## config.mk

```make
export PLATFORM = sky130hd
export DESIGN_NAME = fft4_input_loader_flat
export DESIGN_NICKNAME = d
export VERILOG_FILES = /design/src/rtl/fft4_input_loader_pkg.sv /design/src/rtl/fft4_input_loader_if.sv /design/src/rtl/fft4_frame_bank.sv /design/src/rtl/fft4_input_loader.sv /design/src/flat_wrapper.sv
export SDC_FILE = /design/constraint.sdc
export NUM_CORES = 1
export LEC_CHECK = 0
export ABC_AREA = 0
export CAP_MARGIN = 20
export CORE_ASPECT_RATIO = 1.2
export CORE_MARGIN = 2
export CORE_UTILIZATION = 61
export DETAILED_ROUTE_END_ITERATION = 7
export GPL_TIMING_DRIVEN = 0
export PLACE_DENSITY = 0.82
export SYNTH_ARGS = -nofsm -noshare
export SYNTH_HDL_FRONTEND = slang
export SYNTH_SLANG_ARGS = --single-unit
export TNS_END_PERCENT = 30
```

## constraint.sdc

```tcl
create_clock -name clk -period 46.5 [get_ports clk]
set_input_delay 13.95 -clock clk [delete_from_list [all_inputs] [get_ports clk]]
set_output_delay 13.95 -clock clk [all_outputs]
set_load 0.01 [all_outputs]
```

## src/rtl/fft4_input_loader_pkg.sv

```systemverilog
// Shared definitions for the 4-point FFT input path: widths, frame geometry,
// the complex sample type and the ping-pong bank selector.
package fft4_input_loader_pkg;

  localparam int DEF_DW = 32;
  localparam int N      = 4;
  localparam int IDX_W  = 2;

  localparam logic [IDX_W-1:0] FIRST_IDX = 2'd0;
  localparam logic [IDX_W-1:0] LAST_IDX  = 2'd3;

  typedef struct packed {
    logic signed [DEF_DW-1:0] re;
    logic signed [DEF_DW-1:0] im;
  } cplx_t;

  typedef enum logic {
    BANK_A = 1'b0,
    BANK_B = 1'b1
  } bank_e;

  // Ping-pong partner of a bank.
  function automatic bank_e other_bank(input bank_e b);
    case (b)
      BANK_A:  return BANK_B;
      BANK_B:  return BANK_A;
      default: return BANK_A;
    endcase
  endfunction

endpackage

```

## src/rtl/fft4_input_loader_if.sv

```systemverilog
// Bus bundle of the FFT input loader: serial sample side and parallel frame side.
interface fft4_input_loader_if
  import fft4_input_loader_pkg::*;
#(
  parameter int DW = DEF_DW,
  parameter int CW = 16
) ();

  logic                 in_valid;
  logic                 in_ready;
  logic                 in_sof;
  logic signed [DW-1:0] in_re;
  logic signed [DW-1:0] in_im;

  logic                 out_valid;
  logic                 out_ready;
  logic signed [DW-1:0] x0_re, x0_im, x1_re, x1_im;
  logic signed [DW-1:0] x2_re, x2_im, x3_re, x3_im;
  logic                 frame_err;
  logic [CW-1:0]        frame_cnt;

  // Loader side.
  modport slave (
    input  in_valid, in_sof, in_re, in_im, out_ready,
    output in_ready, out_valid,
    output x0_re, x0_im, x1_re, x1_im, x2_re, x2_im, x3_re, x3_im,
    output frame_err, frame_cnt
  );

  // Producer/consumer side.
  modport master (
    output in_valid, in_sof, in_re, in_im, out_ready,
    input  in_ready, out_valid,
    input  x0_re, x0_im, x1_re, x1_im, x2_re, x2_im, x3_re, x3_im,
    input  frame_err, frame_cnt
  );

endinterface

```

## src/rtl/fft4_frame_bank.sv

```systemverilog
// Four-entry complex register file: one indexed write port, full parallel read.
module fft4_frame_bank
  import fft4_input_loader_pkg::*;
#(
  parameter int DW = DEF_DW
) (
  input  logic                 clk,
  input  logic                 rst,
  input  logic                 we,
  input  logic [IDX_W-1:0]     widx,
  input  logic signed [DW-1:0] wre,
  input  logic signed [DW-1:0] wim,
  output logic signed [DW-1:0] rd_re [N],
  output logic signed [DW-1:0] rd_im [N]
);

  logic signed [DW-1:0] mem_re_r [N];
  logic signed [DW-1:0] mem_im_r [N];

  // Sample storage; only the addressed entry changes on a write.
  always_ff @(posedge clk or posedge rst) begin
    if (rst) begin
      for (int i = 0; i < N; i++) begin
        mem_re_r[i] <= '0;
        mem_im_r[i] <= '0;
      end
    end else if (we) begin
      mem_re_r[widx] <= wre;
      mem_im_r[widx] <= wim;
    end else begin
      mem_re_r <= mem_re_r;
      mem_im_r <= mem_im_r;
    end
  end

  // Whole frame is always visible for a single-cycle parallel copy.
  always_comb begin
    for (int i = 0; i < N; i++) begin
      rd_re[i] = mem_re_r[i];
      rd_im[i] = mem_im_r[i];
    end
  end

endmodule

```

## src/rtl/fft4_input_loader.sv

```systemverilog
// Serial-to-parallel frame loader for the 4-point FFT core. Samples are
// collected into one of two ping-pong banks; completed banks are copied into
// an output register set under a valid/ready handshake.
module fft4_input_loader
  import fft4_input_loader_pkg::*;
#(
  parameter int DW = DEF_DW,
  parameter int CW = 16
) (
  input  logic               clk,
  input  logic               rst,
  fft4_input_loader_if.slave bus
);

  logic [IDX_W-1:0]     idx_r;
  bank_e                wr_bank_r;
  bank_e                rd_bank_r;
  logic [1:0]           full_r;
  logic                 out_valid_r;
  logic signed [DW-1:0] x_re_r [N];
  logic signed [DW-1:0] x_im_r [N];
  logic                 frame_err_r;
  logic [CW-1:0]        frame_cnt_r;

  logic                 in_ready_s;
  logic                 accept_s;
  logic                 complete_s;
  logic                 load_s;
  logic [IDX_W-1:0]     wr_idx_s;
  logic [1:0]           we_s;
  logic [1:0]           full_next_s;
  logic signed [DW-1:0] a_re_s [N];
  logic signed [DW-1:0] a_im_s [N];
  logic signed [DW-1:0] b_re_s [N];
  logic signed [DW-1:0] b_im_s [N];
  logic signed [DW-1:0] sel_re_s [N];
  logic signed [DW-1:0] sel_im_s [N];

  // Handshake decode. in_ready depends on buffer state only, never on in_valid.
  always_comb begin
    in_ready_s  = !full_r[wr_bank_r];
    accept_s    = bus.in_valid && in_ready_s;
    complete_s  = accept_s && !bus.in_sof && (idx_r == LAST_IDX);
    load_s      = (!out_valid_r || bus.out_ready) && full_r[rd_bank_r];
    if (bus.in_sof) begin
      wr_idx_s = FIRST_IDX;
    end else begin
      wr_idx_s = idx_r;
    end
    we_s[0] = accept_s && (wr_bank_r == BANK_A);
    we_s[1] = accept_s && (wr_bank_r == BANK_B);
  end

  // Full flags: the drained bank and the filled bank are never the same one.
  always_comb begin
    full_next_s = full_r;
    if (load_s) begin
      full_next_s[rd_bank_r] = 1'b0;
    end else begin
      full_next_s = full_next_s;
    end
    if (complete_s) begin
      full_next_s[wr_bank_r] = 1'b1;
    end else begin
      full_next_s = full_next_s;
    end
  end

  // Select the bank being drained into the output registers.
  always_comb begin
    for (int i = 0; i < N; i++) begin
      if (rd_bank_r == BANK_A) begin
        sel_re_s[i] = a_re_s[i];
        sel_im_s[i] = a_im_s[i];
      end else begin
        sel_re_s[i] = b_re_s[i];
        sel_im_s[i] = b_im_s[i];
      end
    end
  end

  fft4_frame_bank #(.DW(DW)) u_bank_a (
    .clk   (clk),
    .rst   (rst),
    .we    (we_s[0]),
    .widx  (wr_idx_s),
    .wre   (bus.in_re),
    .wim   (bus.in_im),
    .rd_re (a_re_s),
    .rd_im (a_im_s)
  );

  fft4_frame_bank #(.DW(DW)) u_bank_b (
    .clk   (clk),
    .rst   (rst),
    .we    (we_s[1]),
    .widx  (wr_idx_s),
    .wre   (bus.in_re),
    .wim   (bus.in_im),
    .rd_re (b_re_s),
    .rd_im (b_im_s)
  );

  // Write side: sample index, bank toggle, sticky error on a restarted frame.
  always_ff @(posedge clk or posedge rst) begin
    if (rst) begin
      idx_r       <= FIRST_IDX;
      wr_bank_r   <= BANK_A;
      full_r      <= 2'b00;
      frame_err_r <= 1'b0;
    end else begin
      full_r <= full_next_s;
      if (accept_s && bus.in_sof) begin
        idx_r       <= 2'd1;
        frame_err_r <= frame_err_r | (idx_r != FIRST_IDX);
      end else if (accept_s && (idx_r == LAST_IDX)) begin
        idx_r     <= FIRST_IDX;
        wr_bank_r <= other_bank(wr_bank_r);
      end else if (accept_s) begin
        idx_r <= idx_r + 2'd1;
      end else begin
        idx_r <= idx_r;
      end
    end
  end

  // Output stage: load a full bank when free or being consumed, otherwise hold.
  always_ff @(posedge clk or posedge rst) begin
    if (rst) begin
      rd_bank_r   <= BANK_A;
      out_valid_r <= 1'b0;
      frame_cnt_r <= '0;
      for (int i = 0; i < N; i++) begin
        x_re_r[i] <= '0;
        x_im_r[i] <= '0;
      end
    end else if (load_s) begin
      rd_bank_r   <= other_bank(rd_bank_r);
      out_valid_r <= 1'b1;
      frame_cnt_r <= frame_cnt_r + CW'(1);
      for (int i = 0; i < N; i++) begin
        x_re_r[i] <= sel_re_s[i];
        x_im_r[i] <= sel_im_s[i];
      end
    end else if (out_valid_r && bus.out_ready) begin
      out_valid_r <= 1'b0;
    end else begin
      out_valid_r <= out_valid_r;
    end
  end

  assign bus.in_ready  = in_ready_s;
  assign bus.out_valid = out_valid_r;
  assign bus.frame_err = frame_err_r;
  assign bus.frame_cnt = frame_cnt_r;
  assign bus.x0_re     = x_re_r[0];
  assign bus.x0_im     = x_im_r[0];
  assign bus.x1_re     = x_re_r[1];
  assign bus.x1_im     = x_im_r[1];
  assign bus.x2_re     = x_re_r[2];
  assign bus.x2_im     = x_im_r[2];
  assign bus.x3_re     = x_re_r[3];
  assign bus.x3_im     = x_im_r[3];

endmodule

```

## src/flat_wrapper.sv

```systemverilog
// flat-port wrapper written by rule: the top's interface ports become plain ports
module fft4_input_loader_flat import fft4_input_loader_pkg::*;
#(
  parameter int DW = DEF_DW,
  parameter int CW = 16
)
  (clk, rst, bus_in_valid, bus_in_sof, bus_in_re, bus_in_im, bus_out_ready, bus_in_ready, bus_out_valid, bus_x0_re, bus_x0_im, bus_x1_re, bus_x1_im, bus_x2_re, bus_x2_im, bus_x3_re, bus_x3_im, bus_frame_err, bus_frame_cnt);
  fft4_input_loader_if #(.DW(DW), .CW(CW)) bus_i ();
  input  logic clk;
  input  logic rst;
  input wire logic [$bits(bus_i.in_valid)-1:0] bus_in_valid;
  input wire logic [$bits(bus_i.in_sof)-1:0] bus_in_sof;
  input wire logic [$bits(bus_i.in_re)-1:0] bus_in_re;
  input wire logic [$bits(bus_i.in_im)-1:0] bus_in_im;
  input wire logic [$bits(bus_i.out_ready)-1:0] bus_out_ready;
  output wire logic [$bits(bus_i.in_ready)-1:0] bus_in_ready;
  output wire logic [$bits(bus_i.out_valid)-1:0] bus_out_valid;
  output wire logic [$bits(bus_i.x0_re)-1:0] bus_x0_re;
  output wire logic [$bits(bus_i.x0_im)-1:0] bus_x0_im;
  output wire logic [$bits(bus_i.x1_re)-1:0] bus_x1_re;
  output wire logic [$bits(bus_i.x1_im)-1:0] bus_x1_im;
  output wire logic [$bits(bus_i.x2_re)-1:0] bus_x2_re;
  output wire logic [$bits(bus_i.x2_im)-1:0] bus_x2_im;
  output wire logic [$bits(bus_i.x3_re)-1:0] bus_x3_re;
  output wire logic [$bits(bus_i.x3_im)-1:0] bus_x3_im;
  output wire logic [$bits(bus_i.frame_err)-1:0] bus_frame_err;
  output wire logic [$bits(bus_i.frame_cnt)-1:0] bus_frame_cnt;
  assign bus_i.in_valid = bus_in_valid;
  assign bus_i.in_sof = bus_in_sof;
  assign bus_i.in_re = bus_in_re;
  assign bus_i.in_im = bus_in_im;
  assign bus_i.out_ready = bus_out_ready;
  assign bus_in_ready = bus_i.in_ready;
  assign bus_out_valid = bus_i.out_valid;
  assign bus_x0_re = bus_i.x0_re;
  assign bus_x0_im = bus_i.x0_im;
  assign bus_x1_re = bus_i.x1_re;
  assign bus_x1_im = bus_i.x1_im;
  assign bus_x2_re = bus_i.x2_re;
  assign bus_x2_im = bus_i.x2_im;
  assign bus_x3_re = bus_i.x3_re;
  assign bus_x3_im = bus_i.x3_im;
  assign bus_frame_err = bus_i.frame_err;
  assign bus_frame_cnt = bus_i.frame_cnt;
  fft4_input_loader #(.DW(DW), .CW(CW)) u_core (.clk(clk), .rst(rst), .bus(bus_i));
endmodule
```

**Yosys cells after proc, flatten, opt, wreduce, memory -nomap -nowiden**

Cells that the tools add are included.

- Register bits after elaboration: 792
- Bits of input ports: 69
- Output and inout port bits: 275
- Word-level logic and storage cells: 100

- Add/sub/neg operators: 2
- Order comparisons: 6
- Equality and inequality tests: 1
- Mux-type cells: 32
- Bitwise operators: 8
- Reduce and logical (&&, ||, !) cells: 20

Operators with widths:

| operator | count |
|---|---|
| 128-bit bitwise mux | 4 |
| 32-bit 2-to-1 mux | 9 |
| 32-bit demux with 2-bit select | 1 |
| 16-bit by 1-bit adder with 16-bit output (second input constant) | 1 |
| 1-bit logical AND | 12 |
| 2-bit 2-to-1 mux | 6 |
| 1-bit 2-to-1 mux | 8 |
| 1-bit by 2-bit less-than comparator with 1-bit output (second input constant) | 2 |
| 1-bit one-hot mux with 2 select lines | 2 |
| 2-bit nonzero test | 2 |
| 3-bit greater-or-equal comparator (second input constant) | 1 |
| 1-bit zero test | 3 |
| 3-bit by 1-bit less-than comparator with 1-bit output (second input constant) | 1 |
| 1-bit NOT | 3 |
| 2-bit NOT with 3-bit output | 1 |
| 3-bit nonzero test | 1 |
| 2-bit by 1-bit adder with 2-bit output (second input constant) | 1 |
| 2-bit bitwise AND | 1 |
| 1-bit demux with 1-bit select | 2 |
| 2-bit equality test (second input constant) | 1 |
| 1-bit greater-or-equal comparator (second input constant) | 2 |
| 2-bit NOT | 1 |
| 2-bit bitwise OR | 1 |
| 2-bit AND reduction | 1 |
| 2 further kinds | 2 |

**Longest topological paths before layout**

Gate-level depths: netlist of run 1.

- Word-level depth: 9
- Mapped depth: 7
- Depth with buffers taken out: 5

**Hierarchy**

From an unflattened synthesis of run 1, not the netlist that was laid out.

- Cells, all modules: 2305
- Area, all modules: 32366.0 µm²

By module, submodules not included:

| module | times used | cells each | area each (µm²) | seq. area each (µm²) |
|---|---|---|---|---|
| fft4_frame_bank | 2 | 544 | 9810.7 | 6406.1 |
| fft4_input_loader | 1 | 1217 | 12744.7 | 7006.7 |

**Worst setup path after synthesis of run 1**

Ideal clock, no wire load.

- Path kind: input port to flip-flop
- Start: input bus_in_sof
- End: register u_core.u_bank_a.mem_im_r (netlist bit u_core.u_bank_a.rd_im[17])
- Library setup time: 125 ps
- Data arrival time: 15193 ps
- Data required time: 46375 ps
- Setup slack: 31182 ps
- Cell stages on the path: 5
- Path buffers: 1
- Path through: and2b_1 -> nand3_2 -> nor3_4 -> buf_6 -> mux2_2

- Word-level cells in the longest chain between the ends: 7
- Elaborated cells on any way between the ends: 8
- Classes of those cells: order compare (2); mux (4); bitwise (1); reduce/logical (1)

RTL lines:

| what | line | text |
|---|---|---|
| start, declared | flat_wrapper.sv:12 | `input wire logic [$bits(bus_i.in_sof)-1:0] bus_in_sof;` |
| 2-bit 2-to-1 mux (*) | fft4_input_loader.sv:45 | `if (bus.in_sof) begin` |
| 2-bit NOT with 3-bit output (implied by the code) (*) | fft4_frame_bank.sv:29 | `mem_im_r[widx] <= wim;` |
| 3-bit greater-or-equal comparator (implied by the code) or 3-bit by 1-bit less-than comparator with 1-bit output (tied branches) | fft4_frame_bank.sv:29 |  |
| 1-bit logical AND (implied by the code) | fft4_frame_bank.sv:29 |  |
| 32-bit 2-to-1 mux (implied by the code) | fft4_frame_bank.sv:29 |  |
| 32-bit demux with 2-bit select (*) | fft4_frame_bank.sv:29 |  |
| 128-bit bitwise mux (*) | fft4_frame_bank.sv:29 |  |
| end signal, assigned by index | fft4_frame_bank.sv:29 |  |
| end signal, assigned | fft4_frame_bank.sv:32 | `mem_im_r <= mem_im_r;` |
| end, declared | fft4_frame_bank.sv:18 | `logic signed [DW-1:0] mem_im_r [N];` |

Mark *: on every way between the ends. The rest lies on a longest branch, timed or not.
A chain may end at the register's enable or synchronous reset.

**Worst setup path in the final report of run 1**

- Start: register u_core.wr_bank_r
- End: output bus_in_ready

- Word-level cells in the longest chain between the ends: 3

RTL lines:

| what | line | text |
|---|---|---|
| start, declared | fft4_input_loader.sv:16 | `bank_e wr_bank_r;` |
| start signal, assigned | fft4_input_loader.sv:118 | `wr_bank_r <= other_bank(wr_bank_r);` |
| 1-bit 2-to-1 mux (implied by the code) (2 in series) | fft4_input_loader.sv:41 | `in_ready_s = !full_r[wr_bank_r];` |
| 1-bit zero test | fft4_input_loader.sv:41 |  |
| end, declared | flat_wrapper.sv:16 | `output wire logic [$bits(bus_i.in_ready)-1:0] bus_in_ready;` |

Every way passes these cells. The select of a mux whose other input is x is not followed.

==> flow_summary_export.csv, run 1 <==
group,metric,value,unit
global_route,grt_max_degree,145,
floorplan,initial_utilization,61.7,%
power_and_ir_drop,p_leak,17.7,nW
setup_path,cp_top_family,"buffers and inverters",
placed_design,pre_cts_slack,30.16,ns
setup_path,worstPathCellList,"buf_2 > mux2i_1 > clkdlybuf4s50_1",
setup_path,worstReg2RegStart,"u_core.rd_bank_r$_DFFE_PP0N_",
synthesis,synth_edf_count,0,
synthesis,yosysSeqAreaShare,62.5,%
sta,skew,0.0189,ns
setup_path,worst-path-max-fanout,7,
placed_design,port-buffer-count,343,
cts,hold_buffers,0,
cells_and_area,final_common_cell,"dfrtp_1",
floorplan,core_area,51400,sq um
setup_path,crit_type,"flip-flop to output port",
sta,hold_viol_final,0,
synthesis,synth_nets,2366,
hold_path,min_from,"u_core.bus.frame_cnt[15]$_DFFE_PP0N_",
cts,cts_tree,"done",
setup_path,crit_buf_inv,2,
synthesis,syn_area_per_cell,13.8,sq um
sta,fin_ws,30.19,ns
sta,rsz0062_at_grt,"false",
power_and_ir_drop,ir_worst_vdd,0.0433,mV
sta,fin_setup_tns,0,ns
global_route,antenna_found_initial,8,
cts,ctsLongestPathBuffers,3,
global_route,track_usage,30.9,%
placed_design,place_congestion,0.833,
cts,clk_latency,0.62,ns
synthesis,synthDistinctLibCells,34,
sta,period_share,35.1,%
floorplan,die-area,53800,sq um
placed_design,hpwl,55900,um
setup_path,r2r_slack,43.97,ns
cells_and_area,final_nets,2794,
drt,drtIter0Drc,1461,
cts,htreeDepth,3,
drt,wl_per_cell,23.4,um
cells_and_area,drive_above_1_share,25.8,%
drt,drtPass1Iterations,5,
sta,drv_slew,0,
sta,fin_crit,16.31,ns
global_route,grt_overflow_total,0,
cells_and_area,syn_to_final_growth,21.6,%
sta,relSlewSlack,31.3,%
drt,viasPerCell,5.81,
drt,ant_nets,0,
cts,numCtsBuffers,76,
setup_path,required,32.55,ns
run_status,outcome,"finished, final reports clean",
cts,clock-root-buffer,"clkbuf_16",
cts,cts_sinks,792,
global_route,first_global_vias,21600,
power_and_ir_drop,pwr_density_cell,72.1,nW/um^2
floorplan,io_pins,344,
setup_path,startpoint_type,"flip-flop",
flow_run,maxCapViolCount,0,
sta,max_freq,0.0613,GHz
synthesis,ys.flop_type,"dfrtp_1",
synthesis,synth_area,31700,sq um
synthesis,ys_seq_elements,792,
setup_path,critical_path.slowest_cell,"clkdlybuf4s50_1",
setup_path,crit_path_end_kind,"output port",
drt,drc_errors,0,
drt,num_vias,20200,
setup_path,startpoint,"u_core.wr_bank_r$_DFFE_PP0P_",
cells_and_area,layout_common_cells,"792 x dfrtp_1, 509 x mux2_2, 343 x clkdlybuf4s50_1",
floorplan,die-width,212,um
sta,setup_viol,0,
hold_path,hold_path_class,"flip-flop to flip-flop",
cts,clk_pin_slew,0.06,ns
synthesis,async_reset_ff_share,100,%
drt,wl,81200,um
synthesis,syn_inst,2294,
floorplan,fp-row-count,91,
global_route,grt_pass1_wl,125000,um
floorplan,die_y,254,um
sta,tightest_slew,1.03,ns
synthesis,ys_warn_count,0,
setup_path,worstPathArrival,2.36,ns
setup_path,slowest_delay,0.73,ns
cts,cts_resized,0,
cts,cts_setup_buffers,0,
metal layers:
metal | up-vias | track usage [%] | share of wire, %
li1 | 8866 | - | -
met1 | 10600 | 38.7 | 39
met2 | 574 | 52.5 | 51
met3 | 149 | 6.81 | 5.9
met4 | 10 | 11.9 | 3.2
met5 | - | 0 | 0.080
cells in the mapped netlist, types with 6 or more instances:
cell type	count	area (sq um)
a21oi_1	258	1290
buf_1	8	30.0
buf_2	48	240
buf_4	30	225
buf_6	6	67.6
clkbuf_1	44	165
dfrtp_1	792	19800
mux2_2	509	5730
mux2i_1	257	2570
nand2_1	12	45.0
nor2_1	262	983
xnor2_1	11	96.3
worst register-to-register path, stage by stage, from the launching register on:
cell and delay [ns]:
dfrtp_1 0.35, buf_2 0.23, mux2i_2 0.29, nor2_1 0.20
buf_2 0.37, buf_2 0.40, buf_2 0.42, a21oi_1 0.16
cells by family after synthesis:
| kind of cell | synth area share (%) |
|---|---|
| AO/OA/AOI/OAI | 4.28 |
| XOR/XNOR | 0.442 |
| adder cells (fa/ha/maj) | 0.118 |
| buffers and inverters | 2.34 |
| flip-flops | 62.5 |
| multiplexers | 26.4 |
| AND/OR/NAND/NOR | 3.91 |
metrics by stage:
| step | instance area [sq um] | total power, mW | utilization, % | hold WS (ns) | std cells |
|---|---|---|---|---|---|
| CTS | 38500 | 2.79 | 75.0 | 0.482 | 3466 |
| global route | 38500 | 2.92 | 75.1 | 0.513 | 3468 |
| finish | 38600 | 2.78 | 75.1 | 0.477 | 3472 |
| detailed placement | 36200 | 2.18 | 70.5 | 0.460 | 3341 |
| global placement | 36000 | 2.13 | 70.1 | 0.456 | 3334 |
| floorplan | 31700 | 1.74 | - | 0.457 | 2294 |
layout make-up:
cell class	instances	area, sq um
Sequential cell	792	19800
Inverter	4	22.5
Clock inverter	11	106
Multi-Input combinational cell	1362	11100
Timing Repair Buffer	350	3610
Clock buffer	114	2240
Antenna cell	6	15.0
Tap cell	697	872
Fill cell	3283	12800
Buffer	136	728
path summary, 6_finish.rpt:
kind / depth (start not counted) / end
min in group asynchronous: 2 / u_core.u_bank_a.rd_re[24]$_DFFE_PP0P_
setup / recovery: 3 / bus_in_ready
hold reg to reg: 1 / u_core.bus.frame_cnt[15]$_DFFE_PP0N_
hold / removal: 1 / u_core.bus.frame_cnt[15]$_DFFE_PP0N_
max in group asynchronous: 4 / u_core.bus.x2_im[27]$_DFFE_PP0N_
setup reg to reg: 7 / u_core.bus.x0_im[16]$_DFFE_PP0N_
state kept, by name, indices dropped and copies added (netlist names), 2 cells and up:
| name | count |
|---|---|
| u_core.bus.x2_im | 32 |
| u_core.u_bank_a.rd_im | 128 |
| u_core.idx_r | 2 |
| u_core.u_bank_a.rd_re | 128 |
| u_core.bus.x3_re | 32 |
| u_core.bus.x0_re | 32 |
| u_core.bus.x3_im | 32 |
| u_core.bus.x2_re | 32 |
| u_core.bus.x0_im | 32 |
| u_core.full_r | 2 |
| u_core.u_bank_b.rd_re | 128 |
| u_core.bus.x1_re | 32 |
| u_core.u_bank_b.rd_im | 128 |
| u_core.bus.x1_im | 32 |
| u_core.bus.frame_cnt | 16 |
where the power goes:
part | internal (mW) | leakage, nW | switching, mW
Clock | 0.337 | 1.15 | 0.255
Sequential | 1.01 | 9.42 | 0.190
Combinational | 0.527 | 7.12 | 0.464
(Power assumes the default switching activity.)
==> run 2: changes to the inputs <==
Settings changed: CORE_UTILIZATION 61 to 56, PLACE_DENSITY 0.82 to 0.76.
Clock period 46.5 ns to 15.17 ns, I/O delays scaled along.
==> run 2 against run 1 <==
  * Clock power rose to 3.3 times the previous value
  * Register-to-register slack got worse by 31 ns
  * Total power grew to 3.1 times the previous value
  * Via count is essentially flat
  * Hold slack lost 0.00091 ns
  * Routed wire length is 1.6% higher
  * Sequential power grew to 3.1 times the previous value
  * Combinational power rose to 3.1 times the previous value
  * Largest power group unchanged
  * Highest routed layer unchanged
==> flow_summary_export.csv, run 2 (synthesis results as in run 1) <==
group,metric,value,unit
power_and_ir_drop,switching_share,32.3,%
setup_path,reg2reg_depth,7,
setup_path,crit_path_end_kind,"output port",
cts,numCtsBuffers,78,
floorplan,fp-row-count,95,
setup_path,slowest_delay,0.71,ns
floorplan,die-area,58500,sq um
setup_path,worstPathCellList,"buf_2 > mux2i_1 > clkdlybuf4s50_1",
setup_path,worstReg2RegStart,"u_core.rd_bank_r$_DFFE_PP0N_",
cells_and_area,final_nets,2810,
global_route,first_global_vias,21600,
global_route,antenna_found_initial,4,
drt,num_vias,20200,
floorplan,io_pins,344,
cts,clock-root-buffer,"clkbuf_16",
sta,max_freq,0.148,GHz
sta,period_share,44.6,%
setup_path,startpoint_type,"flip-flop",
placed_design,hpwl,58400,um
placed_design,port-buffer-count,343,
cells_and_area,final_common_cell,"dfrtp_1",
cells_and_area,area.sequential,19800,sq um
setup_path,crit_buf_inv,2,
power_and_ir_drop,clock_power_share,22.4,%
drt,wl,82400,um
sta,drv_slew,0,
cells_and_area,layout_common_cells,"792 x dfrtp_1, 509 x mux2_2, 343 x clkdlybuf4s50_1",
global_route,grt_pass1_wl,128000,um
cells_and_area,multi_input_area,11100,sq um
floorplan,die-width,221,um
drt,viasPerCell,5.73,
floorplan,initial_utilization,56.6,%
power_and_ir_drop,comb_power_share,35.1,%
placed_design,pre_cts_slack,7.83,ns
setup_path,critical_path.slowest_cell,"clkdlybuf4s50_1",
global_route,track_usage,28.4,%
cts,cts_tree,"done",
setup_path,path_depth,3,
flow_run,maxCapViolCount,0,
drt,drtIter0Drc,1321,
run_status,outcome,"finished, final reports clean",
cells_and_area,syn_to_final_growth,23.2,%
setup_path,startpoint,"u_core.wr_bank_r$_DFFE_PP0P_",
sta,relSlewSlack,34.1,%
power_and_ir_drop,p_leak,17.9,nW
cts,htreeDepth,3,
drt,wl_per_cell,23.4,um
cts,cts_setup_buffers,0,
cts,cts_resized,0,
power_and_ir_drop,ir_worst_vdd,0.159,mV
sta,skew,0.0229,ns
sta,fin_setup_tns,0,ns
setup_path,cp_top_family,"buffers and inverters",
sta,setup_viol,0,
sta,hold_viol_final,0,
sta,fin_ws,8.41,ns
cts,clk_latency,0.62,ns
power_and_ir_drop,p_int,5.84,mW
setup_path,r2r_end,"u_core.bus.x0_re[16]$_DFFE_PP0N_",
drt,drc_errors,0,
cts,cts_sinks,792,
cells_and_area,drive_above_1_share,26.5,%
hold_path,min_from,"u_core.bus.frame_cnt[15]$_DFFE_PP0N_",
sta,fin_crit,6.76,ns
global_route,grt_overflow_total,0,
power_and_ir_drop,pwr_density_cell,221,nW/um^2
cts,ctsLongestPathBuffers,3,
hold_path,hold_depth,1,
cells_and_area,n_antenna_cell,0,
setup_path,r2r_slack,12.69,ns
power_and_ir_drop,pwr-share-seq,42.4,%
sta,tightest_slew,0.988,ns
floorplan,die_y,265,um
setup_path,required,10.62,ns
cells_and_area,nFillCells,3968,
floorplan,core_area,56000,sq um
setup_path,worstPathArrival,2.21,ns
cts,hold_buffers,0,
global_route,grt_max_degree,46,
sta,rsz0062_at_grt,"false",
drt,ant_nets,0,
setup_path,cp-endpoint,"bus_in_ready",
setup_path,worst-path-max-fanout,7,
hold_path,hold_path_class,"flip-flop to flip-flop",
power_and_ir_drop,power_switching,2.79,mW
cts,clk_pin_slew,0.06,ns
placed_design,place_congestion,0.820,
setup_path,crit_type,"flip-flop to output port",
drt,drtPass1Iterations,4,
run 2: area by class of cell:
class	instances	area share, %
buffer	136	1.86
clock buffer	127	6.28
clock inverter	10	0.320
inverter	4	0.0481
multi-input combinational	1362	28.5
sequential	792	50.8
tap	727	2.33
timing repair buffer	364	9.89
run 2: layer usage:
metal / track usage [%] / wire, um / up-vias
met1: 35.8 / 33300 / 10600
li1: - / - / 8912
met3: 5.94 / 4780 / 138
met2: 49.2 / 42100 / 496
met5: 0 / 46 / -
met4: 9.38 / 2240 / 8
run 2: how the worst min path moves through the flow:
stage / endpoint
floorplan: u_core.u_bank_a.rd_im[14]$_DFFE_PP0P_
global placement: u_core.bus.frame_err$_DFFE_PP0P_
detailed placement: u_core.bus.frame_cnt[15]$_DFFE_PP0N_
CTS: u_core.bus.frame_cnt[15]$_DFFE_PP0N_
global route: u_core.u_bank_a.rd_im[15]$_DFFE_PP0P_
finish: u_core.bus.frame_cnt[15]$_DFFE_PP0N_
run 2: worst register-to-register path: stages, from the launching register on:
cell and delay (ns):
dfrtp_1 0.36, buf_2 0.22, mux2i_2 0.26, nor2_1 0.18
buf_2 0.34, buf_2 0.49, buf_2 0.37, a21oi_1 0.13
run 2: power by group through the flow:
stage	Clock (mW)	Sequential, mW	Combinational, mW
final	1.94	3.66	3.03
after global routing	2.05	3.75	3.27
after CTS	1.96	3.65	3.06
after detailed placement	0	3.67	3.04
after global placement	0	3.63	2.92
after floorplan	0	3.66	1.68
run 2: per-stage QoR:
| step | hold WS (ns) | instance area (sq um) | util [%] | instances | power [mW] |
|---|---|---|---|---|---|
| floorplan | 0.457 | 31700 | - | 2294 | 5.34 |
| global placement | 0.454 | 36000 | 64.4 | 3364 | 6.55 |
| CTS | 0.480 | 39100 | 69.8 | 3522 | 8.67 |
| finish | 0.476 | 39100 | 69.8 | 3522 | 8.63 |
| global route | 0.509 | 39100 | 69.8 | 3522 | 9.07 |
| detailed placement | 0.462 | 36500 | 65.1 | 3385 | 6.71 |
